==> config.mk <==
export PLATFORM = sky130hd
export DESIGN_NAME = latch_bank_write_ctrl
export DESIGN_NICKNAME = d
export VERILOG_FILES = /design/src/rtl/latch_bank_write_ctrl.sv
export SDC_FILE = /design/constraint.sdc
export NUM_CORES = 1
export LEC_CHECK = 0
export CAP_MARGIN = 25
export CORE_UTILIZATION = 45
export CTS_BUF_LIST = sky130_fd_sc_hd__clkbuf_8
export DETAILED_ROUTE_END_ITERATION = 6
export PLACE_DENSITY_LB_ADDON = 0.05
export SLEW_MARGIN = 40
export SYNTH_ARGS = -nofsm -noshare
export SYNTH_HDL_FRONTEND = slang
export SYNTH_SLANG_ARGS = --single-unit
==> constraint.sdc <==
create_clock -name CLK -period 1.94 [get_ports CLK]
set_input_delay 0.291 -clock CLK [delete_from_list [all_inputs] [get_ports CLK]]
set_output_delay 0.291 -clock CLK [all_outputs]
set_load 0.01 [all_outputs]
==> src/rtl/latch_bank_write_ctrl.sv <==
// Write sequencer for a bank of active-low-set, high-transparent D latches.
// Every latch-facing output is taken straight from a flop so the latches never see glitches.
module latch_bank_write_ctrl #(
  parameter int WORDS       = 8,
  parameter int WIDTH       = 8,
  parameter int INIT_CYCLES = 2,
  parameter int AW          = (WORDS > 1) ? $clog2(WORDS) : 1
) (
  input  logic             CLK,
  input  logic             RN,
  input  logic             REQ_VALID,
  output logic             REQ_READY,
  input  logic [AW-1:0]    REQ_ADDR,
  input  logic [WIDTH-1:0] REQ_DATA,
  input  logic             REQ_SET,
  output logic [WIDTH-1:0] LAT_D,
  output logic [WORDS-1:0] LAT_E,
  output logic             LAT_SETN,
  output logic             BUSY,
  output logic             WERR
);

  localparam int CW = (INIT_CYCLES > 0) ? $clog2(INIT_CYCLES + 1) : 1;
  localparam logic [CW-1:0] CNT_LAST = CW'(INIT_CYCLES);
  localparam logic [AW:0]   WORDS_W  = (AW + 1)'(WORDS);

  typedef enum logic [2:0] {
    S_PRESET,
    S_IDLE,
    S_SETUP,
    S_OPEN,
    S_CLOSE
  } state_t;

  state_t           state_q, state_d;
  logic [CW-1:0]    cnt_q, cnt_d;
  logic [AW-1:0]    addr_q, addr_d;
  logic [WIDTH-1:0] dat_q, dat_d;
  logic [WORDS-1:0] e_q, e_d;
  logic             setn_q, setn_d;
  logic             ready_q, ready_d;
  logic             busy_q, busy_d;
  logic             werr_q, werr_d;
  logic             fire;
  logic             addr_ok;

  // ready_q is high exactly while in IDLE, so it alone qualifies the handshake
  assign fire    = REQ_VALID && ready_q;
  assign addr_ok = ({1'b0, addr_q} < WORDS_W);

  always_ff @(posedge CLK or negedge RN) begin
    if (!RN) begin
      state_q <= S_PRESET;
      cnt_q   <= '0;
    end else begin
      state_q <= state_d;
      cnt_q   <= cnt_d;
    end
  end

  always_comb begin
    state_d = state_q;
    case (state_q)
      S_PRESET: if (cnt_q == CNT_LAST) state_d = S_IDLE;
      S_IDLE: begin
        if (fire) state_d = REQ_SET ? S_PRESET : S_SETUP;
      end
      S_SETUP:  state_d = S_OPEN;
      S_OPEN:   state_d = S_CLOSE;
      S_CLOSE:  state_d = S_IDLE;
      default:  state_d = S_PRESET;
    endcase
  end

  // Outputs are decoded from the next state and registered, so each pin
  // changes on the same edge as the state it belongs to.
  always_comb begin
    cnt_d   = '0;
    addr_d  = addr_q;
    dat_d   = dat_q;
    e_d     = '0;
    setn_d  = (state_d != S_PRESET);
    ready_d = (state_d == S_IDLE);
    busy_d  = (state_d != S_IDLE);
    werr_d  = (state_d == S_CLOSE) && !addr_ok;
    if (state_q == S_PRESET && state_d == S_PRESET) cnt_d = cnt_q + 1'b1;
    if (state_q == S_IDLE && fire && !REQ_SET) begin
      addr_d = REQ_ADDR;
      dat_d  = REQ_DATA;
    end
    if (state_d == S_OPEN && addr_ok) begin
      for (int unsigned i = 0; i < WORDS; i++) begin
        if (addr_q == AW'(i)) e_d[i] = 1'b1;
      end
    end
  end

  always_ff @(posedge CLK or negedge RN) begin
    if (!RN) begin
      addr_q  <= '0;
      dat_q   <= '0;
      e_q     <= '0;
      setn_q  <= 1'b0;
      ready_q <= 1'b0;
      busy_q  <= 1'b1;
      werr_q  <= 1'b0;
    end else begin
      addr_q  <= addr_d;
      dat_q   <= dat_d;
      e_q     <= e_d;
      setn_q  <= setn_d;
      ready_q <= ready_d;
      busy_q  <= busy_d;
      werr_q  <= werr_d;
    end
  end

  assign REQ_READY = ready_q;
  assign LAT_D     = dat_q;
  assign LAT_E     = e_q;
  assign LAT_SETN  = setn_q;
  assign BUSY      = busy_q;
  assign WERR      = werr_q;

endmodule

[Yosys cells after proc, flatten, opt, wreduce, memory -nomap -nowiden]
Cells that the tools add are included.
Operators by class
  $add $sub $neg: 1
  $mul: 0
  divide/modulo/power cells: 0
  $lt $le $gt $ge: 0
  equal/unequal tests: 15
  shift-type cells: 0
  multiplexer cells: 14
  bitwise logic cells: 0
  reduce and logical (&&, ||, !) cells: 9
Operators by type and width (number)
  3-bit by 2-bit equality test with 1-bit output (second input constant): 5
  3-bit equality test (second input constant): 5
  3-bit case mux with 5 select lines: 1
  3-bit by 1-bit equality test with 1-bit output (second input constant): 3
  3-bit zero test: 3
  1-bit two-way mux: 8
  8-bit two-way mux: 1
  3-bit two-way mux: 2
  1-bit logical AND: 4
  2-bit two-way mux: 2
  3-bit by 1-bit inequality test with 1-bit output (second input constant): 1
  3-bit nonzero test: 1
  2-bit by 1-bit adder with 2-bit output (second input constant): 1
  2-bit equality test (second input constant): 1
  1-bit zero test: 1
Storage, ports and cells
  register bits after elaboration: 27
  latch bits: 0
  bits in writable memories: 0
  ROM bits: 0
  bits of input ports: 15
  output and inout port bits: 20
  memories kept: 0

[Logic depth before layout (Yosys ltp)]
Gate-level depths: netlist (run 1).
  depth after elaboration: 6
  mapped depth: 5
  depth with buffers taken out: 5

[Worst setup path before layout (run 1)]
Ideal clock, no wire load.
  kind: flip-flop to flip-flop
  from: register state_q[1]
  to: register dat_q[1] (netlist: LAT_D[1])
  data arrival time: 1226 ps
  path slack: 589 ps
  stages on the path, launching flop included: 6
  buffers on the path: 2
  clock period less this slack: 1351 ps
  cells stage by stage: dfrtp_1 -> clkbuf_2 -> nor2_1 -> nand4_1 -> buf_6 -> mux2_4
Between the ends
  longest elaborated chain between the ends: 3
RTL lines
  from (decl): RTL line 35  | state_t state_q, state_d;
  from (signal assigned): RTL line 56  | state_q <= state_d;
  3-bit by 1-bit equality test with 1-bit output: RTL line 87  | if (state_q == S_IDLE && fire && !REQ_SET) begin
  1-bit logical AND (2 in a row): RTL line 87
  to (signal assigned): RTL line 109  | dat_q <= dat_d;
  to (decl): RTL line 38  | logic [WIDTH-1:0] dat_q, dat_d;
Every way passes these cells.
A chain may end at the register's enable or synchronous reset.

[Final worst setup path (run 1)]
  from: register busy_q (netlist: BUSY)
  to: output BUSY
RTL lines
  from (decl): RTL line 42  | logic busy_q, busy_d;
  from (signal assigned): RTL line 113  | busy_q <= busy_d;
  to (decl): RTL line 19  | output logic BUSY,
No word-level cell between the ends.

==> results of run 1 <==
==> metrics by stage <==
stage	hold slack (ns)	instance area (µm²)	instances	power, µW	worst slack, ns
floorplan	-0.00459	1070	82	1310	0.589
global placement	0.411	1440	142	1630	0.297
detailed placement	0.418	1440	142	1660	0.280
CTS	0.353	1490	146	1980	0.336
global route	0.369	1490	146	2110	0.303
finish	0.340	1490	146	1970	0.341
==> power by group through the flow <==
| stage | logic, µW | registers, µW | clock network, µW |
|---|---|---|---|
| detailed placement | 747 | 910 | 0 |
| floorplan | 379 | 934 | 0 |
| global route | 822 | 935 | 349 |
| global placement | 729 | 905 | 0 |
| finish | 741 | 907 | 317 |
| CTS | 754 | 906 | 323 |
==> layout make-up <==
cell class / count / area [µm²] / share of cell area
multi-input cells: 51 / 369 / 0.247
inverters: 1 / 3.75 / 0.00252
clock inverters: 1 / 7.51 / 0.00503
clock buffers: 3 / 41.3 / 0.0277
well taps: 28 / 35.0 / 0.0235
flip-flops and latches: 27 / 677 / 0.454
repair buffers: 35 / 358 / 0.240
==> routing by layer <==
metal / GRT usage / part of all wire / up-vias
li1: - / - / 344
met1: 0.206 / 0.43 / 323
met2: 0.262 / 0.48 / 28
met3: 0.0357 / 0.076 / 2
met4: 0.0694 / 0.0067 / 0
met5: 0 / 0 / -
==> registers in the layout, indices dropped and copies added, names as in the netlist <==
name	count
addr_q	3
cnt_q	2
BUSY	1
REQ_READY	1
state_q	3
LAT_E	8
LAT_D	8
LAT_SETN	1
==> logic make-up (layout without fill, tap and decap cells) <==
| group | after synthesis | count (layout) | synth area share |
|---|---|---|---|
| and+or+nand+nor | 30 | 30 | 0.136 |
| DFF | 27 | 27 | 0.631 |
| muxes | 11 | 11 | 0.150 |
| AOI/OAI and AO/OA | 8 | 8 | 0.0420 |
| buffers and inverters | 4 | 40 | 0.0256 |
| adders and majority gates | 1 | 1 | 0.0117 |
| other | 1 | 1 | 0.00349 |
==> cell usage in the layout (no fill, tap or decap), drive strengths merged <==
master	netlist	layout
nand4	2	2
inv	1	1
dfrtp	26	26
ha	1	1
and2b	1	1
conb	1	1
mux2	11	11
buf	2	2
dfstp	1	1
nor3b	1	1
o21ai	3	3
nand2	5	5
clkdlybuf4s50	0	33
and2	1	1
clkinvlp	0	1
a21oi	3	3
nor2b	1	1
a21boi	1	1
or2	1	1
clkbuf	1	3
nor3	2	2
nor2	11	11
a21o	1	1
nand2b	4	4
nand3	1	1
==> worst max path at each step <==
stage,from,to,slack [ns],cells after the start
floorplan,state_q[1],LAT_D[1],0.59,5
global placement,REQ_SET,LAT_D[0],0.30,5
detailed placement,REQ_SET,LAT_D[0],0.28,5
CTS,BUSY,BUSY,0.34,1
global route,BUSY,BUSY,0.30,1
finish,BUSY,BUSY,0.34,1
==> flow_summary.toml, run 1 <==
[sta]
drv_slew = 0
fin_crit_ns = 1.60
hold_violations = 0
fin_setup_tns_ns = 0
skew_ns = 0.00736
fmax_mhz = 625
rsz0062_at_grt = "false"
setup_viol = 0
timing.final.crit_share = 0.824

[setup_path]
r2r_cells = 4
r2r_slack_ns = 0.47
r2r-start = "state_q[0]"
end_kind = "primary output"
path_cells = "clkdlybuf4s50_1"
crit_buf_inv = 1
arrival_ns = 1.31
crit_slowest_cell = "dfstp_2"
rr_endpoint = "LAT_D[0]"
start_kind = "flop"
critPathMaxFanout = 1
critPathRequiredTime_ns = 1.65
critPathTopFamily = "flip-flops"
max_stage_delay_ns = 0.52
crit_type = "flop to primary output"

[clock_network]
clkTransAtPathRegs_ns = 0.09
holdBufCountCts = 0
cts_setup_buffers = 0
clock_sinks = 27
cts_buffer_depth = 2
root_buffer = "clkbuf_8"
cts_buffers = 3
clk_latency_ns = 0.27
htreeDepth = 1
cts_resized = 0
tritoncts = "built"

[synthesis]
synth_edf_count = 0
yosys_warnings = 0
synth_top_cell_by_area = "dfrtp_1"
synthDistinctLibCells = 25
synthTopCellsByArea = "dfrtp_1, mux2_4, nor2_1"
ys_async_sr_fraction = 1.00
syn_area_per_cell_um2 = 13.1
synthCells = 82
synth_most_common_cell = "dfrtp_1"
synth_fp_nets = 98
syn_area_um2 = 1070
synth_seq_cells = 27
synthTopCellsByCount = "dfrtp_1, nor2_1, mux2_4"
yosysTopAreaCellShare = 0.606
synthFlopType = "dfrtp_1"
seq_area_frac_synth = 0.631

[pwr]
power_density_nw_per_um2 = 1320
power_leakage_uw = 0.000689
netSwitchingFraction = 0.299
intPower_uw = 1380
comb_power_share = 0.377
power_frac_clock = 0.161
p_switching_uw = 589
seq_power_share = 0.461
peakVddDrop_mv = 0.813

[final_layout]
drive_gt1_frac = 0.161
fin_util = 0.668
syn_to_final_growth_pct = 38.9
finalNetCount = 135
antennaDiodeCount = 0
fillers = 183

[drt]
drcViolationCount = 0
drt_wl_total_mm = 1.78
wl_per_cell_um = 12.2
drt_iter0_drc = 6
drtAntennaViolNets = 0
dr.pass1.iters = 4
dr_total_vias = 697
detail_route.vias_per_cell = 4.77

[floorplanning]
die-area_um2 = 2580
num_rows = 17
core_area_um2 = 2230
die_w_um = 50.8
fp.dieH_um = 50.8
start_util = 0.481
io_pins = 35

[place]
place.gp.congestion = 0.841
portBuffers = 33
dp_hpwl_mm = 1.30

[status]
status = "complete, no violations"

[grt]
grt_usage = 0.161
grt_pass1_wl_mm = 3.07
grt_max_degree = 19
grt_antenna_before_repair = 0
grt-ovfl-total = 0
first_global_vias = 696

[hold_path]
hp-class = "primary input to asynchronous set/reset pin"

[job]
maxCapViolCount = 0
Power figures use the tool's default switching activity.
==> inputs of run 2 (changes only) <==
Clock period 1.94 ns to 1.5 ns, I/O delays scaled along.
==> flow_summary.toml, run 2 (same netlist as run 1, synthesis figures left out) <==
[status]
status = "complete, no violations"

[floorplanning]
die_w_um = 50.8
core_area_um2 = 2230
fp.dieH_um = 50.8
num_rows = 17
start_util = 0.481
die-area_um2 = 2580
io_pins = 35

[setup_path]
path_cells = "clkdlybuf4s50_1"
crit_buf_inv = 1
start_kind = "flop"
critPathRequiredTime_ns = 1.27
max_stage_delay_ns = 0.54
setup.worst_path.start = "LAT_D[4]"
r2r_slack_ns = 0.10
crit_type = "flop to primary output"
critPathTopFamily = "buffers and inverters"
critPathMaxFanout = 2
crit_slowest_cell = "clkdlybuf4s50_1"
end_kind = "primary output"
r2r-start = "state_q[2]"
arrival_ns = 1.18

[drt]
wl_per_cell_um = 11.4
dr.pass1.iters = 3
drt_iter0_drc = 2
drcViolationCount = 0
detail_route.vias_per_cell = 4.82
drtAntennaViolNets = 0
dr_total_vias = 728
drt_wl_total_mm = 1.73

[sta]
skew_ns = 0.00291
timing.final.crit_share = 0.940
fin_ws_ns = 0.0901
drv_slew = 0
setup_viol = 0
hold_violations = 0
fin_crit_ns = 1.41
rsz0062_at_grt = "false"
timing.hold.ws_ns = 0.315
fmax_mhz = 709

[final_layout]
fin_area_um2 = 1530
antennaDiodeCount = 0
final_common_cell = "clkdlybuf4s50_1"
layout_common_cells = "clkdlybuf4s50_1, dfrtp_1, nor2_1"
finalNetCount = 140
drive_gt1_frac = 0.195
fin_util = 0.685
syn_to_final_growth_pct = 42.5

[pwr]
finalPower_uw = 2580
peakVddDrop_mv = 1.00
power_density_nw_per_um2 = 1690
power_leakage_uw = 0.000728

[job]
maxCapViolCount = 0

[place]
place_area_um2 = 1470
dp_slack_ns = -0.0995
place.gp.congestion = 0.852
portBuffers = 33
dp_hpwl_mm = 1.23

[grt]
grt_pass1_wl_mm = 2.83
met1_usage = 0.194
grt_usage = 0.153
busiest_layer = "met2"
met2_usage = 0.236
first_global_vias = 685
grt_antenna_before_repair = 0
grt_use_met3 = 0.0446
grt-ovfl-total = 0
grt_max_degree = 28

[hold_path]
hp-class = "primary input to asynchronous set/reset pin"

[clock_network]
root_buffer = "clkbuf_8"
tritoncts = "built"
cts_buffer_depth = 2
clock_sinks = 27
clk_latency_ns = 0.27
htreeDepth = 1
cts_buffers = 3
clkTransAtPathRegs_ns = 0.09
==> run 2: cell count changes in the layout (fill, tap and decap cells not counted), sizes merged <==
cell | previous run | this run
dlygate4sd2 | 0 | 1
clkdlybuf4s50 | 33 | 31
dlymetal6s2s | 0 | 1
buf | 2 | 7
==> run 2: layout make-up <==
cell class                      count  area [µm²]
Inverter                            1        3.75
Fill cell                         175         703
Multi-Input combinational cell     51         369
Clock inverter                      1        7.51
Sequential cell                    27         677
Timing Repair Buffer               40         397
Tap cell                           28        35.0
Clock buffer                        3        41.3
==> run 2: metal layers <==
metal	up-vias	wire length [µm]
li1	353	-
met2	33	762
met3	5	139
met5	-	0
met4	0	38
met1	337	785
==> run 2: final timing paths <==
| kind | end | depth (start not counted) |
|---|---|---|
| hold / removal | state_q[0] | 2 |
| setup / recovery | LAT_D[4] | 1 |
| max in group asynchronous | BUSY | 2 |
| hold reg to reg | cnt_q[0] | 1 |
| setup reg to reg | LAT_D[4] | 4 |
| min in group CLK | cnt_q[0] | 1 |
==> run 2: where the power goes <==
group	internal (µW)	switching (µW)
clock network	188	221
registers	979	150
logic	650	389
total	1820	761
==> run 2: repair_timing <==
action	4_1_cts	5_1_grt
resized for setup	1	1
endpoints found under the setup margin	1	1
setup buffers	0	1
hold buffers	0	0
==> run 2: through the flow <==
stage               instances  TNS, ns
global route              151        0
floorplan                  82        0
CTS                       150        0
detailed placement        146   -0.966
finish                    151        0
global placement          146   -0.764
